===== src/rtl/hdlc_tx_pkg.sv =====
`default_nettype none
// ============================================================================
// Module : hdlc_tx_pkg
// Brief  : Shared types and constants for the HDLC transmit serializer.
// Rev    : 1.0
// ============================================================================
package hdlc_tx_pkg;

  typedef enum logic [2:0] {
    IDLE       = 3'd0,
    FLAG_START = 3'd1,
    DATA       = 3'd2,
    FCS        = 3'd3,
    FLAG_END   = 3'd4,
    ABORT      = 3'd5
  } tx_state_t;

  localparam logic [7:0]  HDLC_FLAG     = 8'h7E;
  localparam logic [7:0]  HDLC_ABORT    = 8'hFE;
  localparam logic [15:0] FCS_POLY_REFL = 16'h8408;
  localparam logic [15:0] FCS_INIT      = 16'hFFFF;
  localparam logic [2:0]  STUFF_LIMIT   = 3'd5;

  // Run length of consecutive transmitted ones after sending bit b.
  function automatic logic [2:0] ones_next(input logic [2:0] ones, input logic b);
    return b ? (ones + 3'd1) : 3'd0;
  endfunction

endpackage
`default_nettype wire


===== src/rtl/hdlc_fcs16.sv =====
`default_nettype none
// ============================================================================
// Module : hdlc_fcs16
// Brief  : Bit-serial CRC-16/X.25 register; o_fcs is the complemented value.
// Rev    : 1.0
// ============================================================================
module hdlc_fcs16
  import hdlc_tx_pkg::*;
(
  input  logic        clk,
  input  logic        rst,
  input  logic        i_clear,
  input  logic        i_enable,
  input  logic        i_bit,
  output logic [15:0] o_fcs
);

  logic [15:0] r_crc;
  logic        w_fb;

  assign w_fb = r_crc[0] ^ i_bit;

  always_ff @(posedge clk or posedge rst) begin
    if (rst) begin
      r_crc <= FCS_INIT;
    end else if (i_clear) begin
      r_crc <= FCS_INIT;
    end else if (i_enable) begin
      r_crc <= (r_crc >> 1) ^ (w_fb ? FCS_POLY_REFL : 16'h0000);
    end
  end

  assign o_fcs = ~r_crc;

endmodule
`default_nettype wire


===== src/rtl/hdlc_tx_serializer.sv =====
`default_nettype none
// ============================================================================
// Module : hdlc_tx_serializer
// Brief  : HDLC transmitter: flags, zero-stuffed payload and FCS, abort.
// Rev    : 1.0
// ============================================================================
module hdlc_tx_serializer
  import hdlc_tx_pkg::*;
#(
  parameter bit FCS_EN = 1'b1
) (
  input  logic       Clk,
  input  logic       Rst,
  input  logic       Tx_Enable,
  input  logic       Tx_Abort,
  input  logic [7:0] Tx_Data,
  input  logic       Tx_DataValid,
  input  logic       Tx_DataLast,
  output logic       Tx_DataReady,
  output logic       Tx,
  output logic       Tx_ValidFrame,
  output logic       Tx_AbortedTrans,
  output logic       Tx_Underrun,
  output logic       Tx_Done
);

  tx_state_t   r_state;
  logic        r_tx;
  logic        r_valid;
  logic        r_aborted;
  logic        r_underrun;
  logic        r_done;
  logic        r_hold_full;
  logic        r_hold_last;
  logic [7:0]  r_hold_data;
  logic        r_last;
  logic [7:0]  r_shift;
  logic [14:0] r_fcs_sh;
  logic [4:0]  r_bitcnt;
  logic [2:0]  r_ones;

  logic        w_stuff;
  logic        w_need;
  logic        w_underrun;
  logic        w_abort;
  logic        w_take;
  logic        w_fcs_en;
  logic        w_fcs_bit;
  logic        w_fcs_clr;
  logic [15:0] w_fcs;

  // w_need: the last flag bit or last byte bit is on the line and a new byte must follow.
  assign w_stuff    = (r_ones == STUFF_LIMIT);
  assign w_need     = ((r_state == FLAG_START) && (r_bitcnt == 5'd8)) ||
                      ((r_state == DATA) && !w_stuff && (r_bitcnt == 5'd8) && !r_last);
  assign w_underrun = w_need && !r_hold_full;
  assign w_abort    = (Tx_Abort && ((r_state == FLAG_START) || (r_state == DATA) ||
                                    (r_state == FCS))) || w_underrun;
  assign w_take     = w_need && r_hold_full && !Tx_Abort;
  assign w_fcs_en   = w_take ||
                      ((r_state == DATA) && !w_stuff && (r_bitcnt < 5'd8) && !Tx_Abort);
  assign w_fcs_bit  = w_take ? r_hold_data[0] : r_shift[0];
  assign w_fcs_clr  = (r_state == IDLE);

  hdlc_fcs16 u_fcs (
    .clk      (Clk),
    .rst      (Rst),
    .i_clear  (w_fcs_clr),
    .i_enable (w_fcs_en),
    .i_bit    (w_fcs_bit),
    .o_fcs    (w_fcs)
  );

  always_ff @(posedge Clk or posedge Rst) begin
    if (Rst) begin
      r_state     <= IDLE;
      r_tx        <= 1'b1;
      r_valid     <= 1'b0;
      r_aborted   <= 1'b0;
      r_underrun  <= 1'b0;
      r_done      <= 1'b0;
      r_hold_full <= 1'b0;
      r_hold_last <= 1'b0;
      r_hold_data <= 8'h00;
      r_last      <= 1'b0;
      r_shift     <= 8'h00;
      r_fcs_sh    <= 15'h0000;
      r_bitcnt    <= 5'd0;
      r_ones      <= 3'd0;
    end else begin
      r_done <= 1'b0;
      if (Tx_DataValid && !r_hold_full) begin
        r_hold_full <= 1'b1;
        r_hold_data <= Tx_Data;
        r_hold_last <= Tx_DataLast;
      end

      case (r_state)
        IDLE: begin
          r_tx <= 1'b1;
          if (Tx_Enable) begin
            r_state    <= FLAG_START;
            r_tx       <= HDLC_FLAG[0];
            r_bitcnt   <= 5'd1;
            r_valid    <= 1'b1;
            r_aborted  <= 1'b0;
            r_underrun <= 1'b0;
            r_ones     <= 3'd0;
          end
        end

        FLAG_START, DATA, FCS: begin
          if (w_abort) begin
            r_state     <= ABORT;
            r_tx        <= HDLC_ABORT[0];
            r_bitcnt    <= 5'd1;
            r_valid     <= 1'b0;
            r_hold_full <= 1'b0;
            r_ones      <= 3'd0;
            if (w_underrun) begin
              r_underrun <= 1'b1;
            end
          end else if (w_take) begin
            r_state     <= DATA;
            r_tx        <= r_hold_data[0];
            r_shift     <= {1'b0, r_hold_data[7:1]};
            r_last      <= r_hold_last;
            r_hold_full <= 1'b0;
            r_bitcnt    <= 5'd1;
            r_ones      <= ones_next(r_ones, r_hold_data[0]);
          end else if (r_state == FLAG_START) begin
            r_tx     <= HDLC_FLAG[r_bitcnt[2:0]];
            r_bitcnt <= r_bitcnt + 5'd1;
          end else if (w_stuff) begin
            // Stuffed zero: shifter and FCS hold for this cycle.
            r_tx   <= 1'b0;
            r_ones <= 3'd0;
          end else if ((r_state == DATA) && (r_bitcnt != 5'd8)) begin
            r_tx     <= r_shift[0];
            r_shift  <= {1'b0, r_shift[7:1]};
            r_bitcnt <= r_bitcnt + 5'd1;
            r_ones   <= ones_next(r_ones, r_shift[0]);
          end else if ((r_state == DATA) && FCS_EN) begin
            r_state  <= FCS;
            r_tx     <= w_fcs[0];
            r_fcs_sh <= w_fcs[15:1];
            r_bitcnt <= 5'd1;
            r_ones   <= ones_next(r_ones, w_fcs[0]);
          end else if ((r_state == FCS) && (r_bitcnt != 5'd16)) begin
            r_tx     <= r_fcs_sh[0];
            r_fcs_sh <= {1'b0, r_fcs_sh[14:1]};
            r_bitcnt <= r_bitcnt + 5'd1;
            r_ones   <= ones_next(r_ones, r_fcs_sh[0]);
          end else begin
            r_state  <= FLAG_END;
            r_tx     <= HDLC_FLAG[0];
            r_bitcnt <= 5'd1;
            r_ones   <= 3'd0;
          end
        end

        FLAG_END: begin
          if (r_bitcnt != 5'd8) begin
            r_tx     <= HDLC_FLAG[r_bitcnt[2:0]];
            r_bitcnt <= r_bitcnt + 5'd1;
          end else begin
            r_state <= IDLE;
            r_tx    <= 1'b1;
            r_valid <= 1'b0;
            r_done  <= 1'b1;
          end
        end

        ABORT: begin
          r_aborted <= 1'b1;
          r_tx      <= HDLC_ABORT[r_bitcnt[2:0]];
          r_bitcnt  <= r_bitcnt + 5'd1;
          if (r_bitcnt == 5'd7) begin
            r_state <= IDLE;
          end
        end

        default: begin
          r_state <= IDLE;
          r_tx    <= 1'b1;
          r_valid <= 1'b0;
        end
      endcase
    end
  end

  assign Tx              = r_tx;
  assign Tx_ValidFrame   = r_valid;
  assign Tx_DataReady    = !r_hold_full;
  assign Tx_AbortedTrans = r_aborted;
  assign Tx_Underrun     = r_underrun;
  assign Tx_Done         = r_done;

endmodule
`default_nettype wire


===== config.mk =====
export PLATFORM = sky130hd
export DESIGN_NAME = hdlc_tx_serializer
export DESIGN_NICKNAME = d
export VERILOG_FILES = /design/src/rtl/hdlc_tx_pkg.sv /design/src/rtl/hdlc_fcs16.sv /design/src/rtl/hdlc_tx_serializer.sv
export SDC_FILE = /design/constraint.sdc
export NUM_CORES = 1
export LEC_CHECK = 0
export BUFFER_PORTS_ARGS = -buffer_cell sky130_fd_sc_hd__clkbuf_2
export CAP_MARGIN = 15
export CORE_AREA = 5 5 99 101
export CTS_CLUSTER_DIAMETER = 120
export DETAILED_ROUTE_END_ITERATION = 8
export DIE_AREA = 0 0 104 106
export GPL_ROUTABILITY_DRIVEN = 1
export MAX_ROUTING_LAYER = met4
export PLACE_DENSITY_LB_ADDON = 0.2
export SLEW_MARGIN = 20
export SYNTH_ARGS = -nofsm -noshare
export SYNTH_HDL_FRONTEND = slang
export SYNTH_SLANG_ARGS = --single-unit

===== constraint.sdc =====
create_clock -name Clk -period 2.95 [get_ports Clk]
set_clock_uncertainty 0.1 [all_clocks]
set_input_delay 0.59 -clock Clk [delete_from_list [all_inputs] [get_ports Clk]]
set_output_delay 0.59 -clock Clk [all_outputs]
set_load 0.05 [all_outputs]

---- Word-level counts from Yosys, hierarchy flattened ----
Memory sizes are Yosys's and may differ from the RTL's.
Cells that the tools add are included.
word-level totals
  ROM bits ................................ 16
  word-level logic and storage cells ...... 163
  output and inout port bits .............. 6
  flip-flop bits (word level) ............. 66
  memories ................................ 2
operators by class
  $lt $le $gt $ge ......................... 2
  bitwise operators ....................... 9
  reduce and logical (&&, ||, !) cells .... 39
  equal/unequal tests ..................... 23
  mux-type cells .......................... 71
  add/sub/neg operators ................... 2
memory list
  memory            depth  width  rd ports  clocked after memory_dff  wr ports  RTL line                   text
  (name not given)  8      1      1         0                         0         hdlc_tx_serializer.sv:176  r_tx <= HDLC_ABORT[r_bitcnt[2:0]];
  (name not given)  8      1      1         0                         0         hdlc_tx_serializer.sv:164  r_tx <= HDLC_FLAG[r_bitcnt[2:0]];
operators by type and width
  operator             count
  $mux 3               22
  $mux 16              3
  $mux 5               9
  $mux 8               4
  $mux 15              2
  $mux 1               24
  $pmux 5 s4           1
  $not 16->16          1
  $xor 15x16->16       1
  $ne 5x5->1 const B   3
  $ne 2x2->1 const B   7
  $reduce_and 7->1     2
  $logic_and 1x1->1    13
  $ne 4x4->1 const B   3
  $pmux 3 s4           1
  $reduce_and 4->1     3
  $reduce_bool 2->1    5
  $eq 3x3->1 const B   3
  $pmux 1 s4           2
  $eq 3x2->1 const B   2
  $not 1->1            6
  $pmux 3 s2           1
  $reduce_and 3->1     2
  $add 5x1->5 const B  1
  17 further kinds     25

---- Longest topological paths before layout ----
  depth after elaboration ................. 14
  depth in mapped cells ................... 9
  depth with buffers taken out ............ 7

---- Cells and area by module ----
A second synthesis with hierarchy kept.
second synthesis, totals
  cells, all modules ...................... 352
  area, all modules ....................... 3584.7 um2
modules (own cells, without submodules)
  module              times used  cells each  sequential area each (um2)  area an instance (um2)
  hdlc_tx_serializer  1           279         1227.4                      2831.5
  hdlc_fcs16          1           73          420.4                       753.2

---- Worst setup path before layout ----
Ideal clock, no wire load.
  path type ............................... register to register
  start point ............................. register r_ones[0]
  end point ............................... register r_shift[0]
  stages on the path, launching flop included .. 8
  required time ........................... 2.722 ns
  arrival ................................. 2.088 ns
  setup slack ............................. 0.634 ns
  cells stage by stage .................... dfrtp_1 ha_1 a21bo_2 o31a_4 nor3_4 buf_6 mux2_2 mux2_1
between the ends
  word-level cells in the longest chain between the ends .. 10
  elaborated cells between the ends (all ways) .. 16
  those cells by class .................... 3 x eq/ne; 1 x mux; 1 x bitwise; 11 x reduce/logical
ends and longest elaborated chain
  element                                                       RTL line                                            text
  start, declared                                               hdlc_tx_serializer.sv:40                            logic [2:0] r_ones;
  start signal, assigned                                        hdlc_tx_serializer.sv:130                           r_ones <= ones_next(r_ones, r_hold_data[0]);
  start signal, assigned                                        hdlc_tx_serializer.sv:142                           r_ones <= ones_next(r_ones, r_shift[0]);
  start signal, assigned                                        hdlc_tx_serializer.sv:148                           r_ones <= ones_next(r_ones, w_fcs[0]);
  $eq 3x3->1 *                                                  hdlc_tx_serializer.sv:53                            assign w_stuff = (r_ones == STUFF_LIMIT);
  $logic_not 1->1                                               hdlc_tx_serializer.sv:55                            ((r_state == DATA) && !w_stuff && (r_bitcnt == 5'd8) && !r_last);
  $logic_and 1x1->1 (3 in a row)                                hdlc_tx_serializer.sv:55
  $logic_or 1x1->1                                              hdlc_tx_serializer.sv:54                            assign w_need = ((r_state == FLAG_START) && (r_bitcnt == 5'd8)) ||
  $logic_and 1x1->1 (on tied branches)                          hdlc_tx_serializer.sv:59, hdlc_tx_serializer.sv:56
  $logic_and 1x1->1 / $logic_or 1x1->1 (equally long branches)  hdlc_tx_serializer.sv:59, hdlc_tx_serializer.sv:58
  $ne 2x2->1 (no source line) (tied with other cells)           n/a
  $reduce_and 5->1 (no source line)                             n/a
  end signal, assigned                                          hdlc_tx_serializer.sv:126                           r_shift <= {1'b0, r_hold_data[7:1]};
  end signal, assigned                                          hdlc_tx_serializer.sv:140                           r_shift <= {1'b0, r_shift[7:1]};
  end, declared                                                 hdlc_tx_serializer.sv:37                            logic [7:0] r_shift;
Mark *: on every way between the ends. The rest lies on a longest branch, timed or not.
A chain may end at the register's enable or synchronous reset.

---- Worst setup path after layout ----
  start point ............................. register r_ones[0]
  end point ............................... register r_shift[3]
Same word-level chain as after synthesis.

==> run summary <==
At the pin with the least slew margin, the transition time is 0.764 ns. Across all layers, the routed design uses 2588 vias. For the final routed database, the setup TNS stands at 0 ns.

The area share of the largest cell type after synthesis is 0.351, and the I/O pin count is 20. The run gives 0.481 as the register area share after synthesis. The share of the clock period used by the worst path was 0.867; the count of unresolved DRC violations after routing was 0. Gate family responsible for the most delay along the worst path: multiplexers. Buffers placed on the I/O ports in this run total 19. After synthesis the netlist holds a flip-flop and latch count of 65. Relative to the synthesized area, the layout overhead comes to 13.3%.

At the worst endpoint, the required time is 3.08 ns. Master of the slowest instance on the critical path: sky130_fd_sc_hd__nor3_4. The number of antenna violations at the first check in global routing was 0; the leakage power was 1.69 nW. The detailed router finished its first iteration with 153 violations.

The worst slew margin relative to its limit is 0.491, and the power share of the combinational group is 0.323. The latest clock arrival within the worst-skew pair was 0.34 ns; the hold violation count in the final report was 0. Once placement finished, the instance area stood at 3670 sq um.

The worst setup slack before clock tree synthesis is 0.384 ns, and the maximum frequency from static timing analysis is 391 MHz. No sink is reached through more buffers than the 2 on the longest clock path. The switching power share of the total is 0.370.

The die is 104 microns wide. The worst hold slack after final layout came out at 0.182 ns. After floorplanning, the core was divided into 35 placement rows. In this run the worst hold path is classified as in -> async. For the global routing usage summed across all routing layers, the log shows 0.141. Setup repair after global routing left no endpoint under its margin.

Walking the worst path, the cells encountered are ha_1 > a21bo_2 > o31a_4 > nor3_4 > mux2_2 > mux2_1. The vertical die dimension came out at 106 microns. 0 antenna diodes ended up in the layout. After layout, the minimum clock period comes to 2.56 ns.

Entering global routing, the biggest net connects 40 pins. The most repeated cell in the gate-level netlist after synthesis is sky130_fd_sc_hd__nor2_1. The clock share of power was 0.264.

The biggest area contributor in the post-synthesis netlist is sky130_fd_sc_hd__dfrtp_1. The number of nets handed over by synthesis was 369. The synthesized design contains 0 enable-type register cells. The post-route cell area came out at 3880 sq um. Clock tree synthesis selected as its root buffer the cell sky130_fd_sc_hd__clkbuf_8. The mean number of vias per cell came out at 5.31.

After detailed placement, the design holds a cell count of 471. For the global-route wire length before repair, the log shows 12500 microns. The analysis attributes to net switching a power of 1.13 mW. The sequential share of power is 0.413. The logs give 5080 microns for the estimated wirelength of the detail-placed design and 1.93 mW for the cell-internal power. Average footprint of a synthesized cell: 9.76 sq um. The global-route track usage on met1 is 0.191.

The average detailed-routed wire length per instance came out at 14.9 microns. The tools report the number of buffers inserted for hold repair after clock tree synthesis as 0. The highest-utilization routing layer at the global route stage is met2. The mapped cell area is 3430 sq um, and the post-detailed-route count of antenna-violating nets is 0.

The die covers 11000 sq um. The region available for standard cell placement spans 8930 sq um. The tools report the utilization after layout as 0.434. Effective utilization at floorplan: 0.383. Fraction of layout cells with a size suffix above 1: 0.253. Critical path startpoint category: a register. The met2 layer usage reported by global route was 0.206.

In this run, distinct cell masters in the synthesized netlist total 58. The via count of the first global-routing pass is 2506. By count the netlist is led by 57 x sky130_fd_sc_hd__nor2_1, 48 x sky130_fd_sc_hd__dfrtp_1, 31 x sky130_fd_sc_hd__nand2_1, 29 x sky130_fd_sc_hd__a21oi_1, 23 x sky130_fd_sc_hd__o21ai_0. The total number of nets in the final design was 389. TritonCTS built the clock tree.

After clock tree synthesis, the clock-pin slew on the worst setup and hold paths is 0.08 ns. The critical path is of the reg -> reg type. The run gives 0 as the number of violations of the max-capacitance limit. The global routing usage on met3 is 0.0364, and the number of max-slew violations in the final report is 0. The weighted congestion reported at the end of routability-driven placement is 0.889. Counting both buffers and inverters, the worst setup path holds a total of 0.

On the worst path, the slowest cell contributes a delay of 0.43 ns. The total detailed-routing wirelength is 7240 microns, and the number of endpoints failing setup at the final stage is 0. The worst-case IR drop observed on VDD is 337 uV. The clock net sink count is 65. The data arrival at the endpoint of the critical path is 2.69 ns. Once the clock tree was built, the setup fixing pass inserted 0 buffers. The most frequently used flop master after synthesis was sky130_fd_sc_hd__dfrtp_1. Sorting the synthesized cells by area gives the leading types as sky130_fd_sc_hd__dfrtp_1 35%, sky130_fd_sc_hd__dfstp_2 13%, sky130_fd_sc_hd__mux2_2 6.2%, sky130_fd_sc_hd__nor2_1 6.2%, sky130_fd_sc_hd__a21oi_1 4.2%.

The total number of H-tree levels was 3; the total power per unit cell area was 788 nW/um^2. STA classifies the critical path endpoint as a register. The maximum fanout along the worst path is 9.

Overall power consumption after layout is estimated at 3.06 mW. The run gives 0 as the number of resized instances in the post-cts repair step. The total iterations of the first detailed-routing run came out at 5. The flow ran to the end, and the final reports show no timing, DRC or antenna violations.

After the flow finishes, the layout carries non-filler instances totaling 487. Yosys printed 0 warnings. The proportion of synthesized flip-flops having asynchronous set or reset works out to 1.00.

Setup slack on the critical path of the routed design comes to 0.392 ns. In the synthesized netlist, the number of instances is 351. The number of buffers added by the clock tree synthesis step came out at 9.

For the sum of overflow across all layers after global routing, the log shows 0.
## flip-flops by register name, indices dropped and copies added (netlist names), 3 cells and up
name	cells
r_bitcnt	5
r_fcs_sh	15
u_fcs.r_crc	16
r_ones	3
r_state	3
r_hold_data	8
r_shift	7
## worst paths after layout
check | end | cells past startpoint | slack (ns) | from
worst max-delay path | r_shift[3] | 6 | 0.39 | r_ones[0]
worst min-delay path | r_shift[3] | 2 | 0.18 | Rst
worst max register to register | r_shift[3] | 6 | 0.39 | r_ones[0]
worst min register to register | u_fcs.r_crc[12] | 2 | 0.38 | u_fcs.r_crc[13]
max in group asynchronous | u_fcs.r_crc[1] | 3 | 1.89 | Rst
min in group Clk | r_hold_data[0] | 3 | 0.36 | Tx_Data[0]
## metal layers
metal | wire (microns) | part of all wire | up-vias
met4 | 85 | 0.012 | 0
met1 | 3660 | 0.51 | 1255
met5 | 0 | 0 | -
met3 | 276 | 0.038 | 6
li1 | - | - | 1278
met2 | 3220 | 0.44 | 49
## power by group through the flow
stage | clock (mW) | combinational (mW) | sequential (mW)
floorplan | 0 | 0.730 | 1.29
global placement | 0 | 0.975 | 1.28
detailed placement | 0 | 0.985 | 1.28
global route | 0.866 | 1.11 | 1.29
finish | 0.807 | 0.988 | 1.26
CTS | 0.829 | 0.991 | 1.26
## cell type report
| type | instances | area, sq um |
|---|---|---|
| fill | 878 | 5050 |
| sequential | 65 | 1650 |
| multi-input combinational | 253 | 1640 |
| timing repair buffer | 32 | 205 |
| clock buffer | 11 | 151 |
| tap | 111 | 139 |
| clock inverter | 5 | 63.8 |
| inverter | 10 | 37.5 |
## cell usage in the layout (no fill, tap or decap), types with 2 or more instances in the layout
cell / count
sky130_fd_sc_hd__nor2b_1: 2
sky130_fd_sc_hd__and3_1: 3
sky130_fd_sc_hd__a22o_1: 2
sky130_fd_sc_hd__o211ai_1: 7
sky130_fd_sc_hd__nor3_1: 5
sky130_fd_sc_hd__dfrtp_1: 48
sky130_fd_sc_hd__dfstp_2: 17
sky130_fd_sc_hd__mux2i_1: 6
sky130_fd_sc_hd__a21oi_1: 29
sky130_fd_sc_hd__nand2b_1: 3
sky130_fd_sc_hd__o41ai_1: 2
sky130_fd_sc_hd__and2_1: 2
sky130_fd_sc_hd__ha_1: 4
sky130_fd_sc_hd__o21ai_0: 23
sky130_fd_sc_hd__nor2_1: 57
sky130_fd_sc_hd__o21ai_1: 2
sky130_fd_sc_hd__clkbuf_2: 19
sky130_fd_sc_hd__a31oi_1: 3
sky130_fd_sc_hd__mux2_2: 19
sky130_fd_sc_hd__clkinv_4: 3
sky130_fd_sc_hd__inv_1: 9
sky130_fd_sc_hd__buf_4: 12
sky130_fd_sc_hd__o31ai_2: 2
sky130_fd_sc_hd__o2111ai_1: 2
sky130_fd_sc_hd__nand2_1: 31
sky130_fd_sc_hd__or3_1: 2
sky130_fd_sc_hd__o21a_1: 2
sky130_fd_sc_hd__mux2_1: 6
sky130_fd_sc_hd__a32o_1: 2
sky130_fd_sc_hd__o31a_1: 3
sky130_fd_sc_hd__clkbuf_8: 11
sky130_fd_sc_hd__xnor2_1: 2
sky130_fd_sc_hd__o31ai_1: 3
sky130_fd_sc_hd__xor2_1: 3
sky130_fd_sc_hd__a21o_1: 3
sky130_fd_sc_hd__o22a_1: 2
## kinds of logic (layout without fill, tap and decap cells)
| family | Yosys count | after routing | synth area share |
|---|---|---|---|
| compound gates | 95 | 95 | 0.189 |
| xor+xnor | 5 | 5 | 0.0128 |
| fa+ha+maj | 4 | 4 | 0.0146 |
| buf+inv | 33 | 58 | 0.0427 |
| flops | 65 | 65 | 0.481 |
| mux | 31 | 31 | 0.0997 |
| simple gates | 118 | 118 | 0.160 |
(Power assumes the default switching activity.)
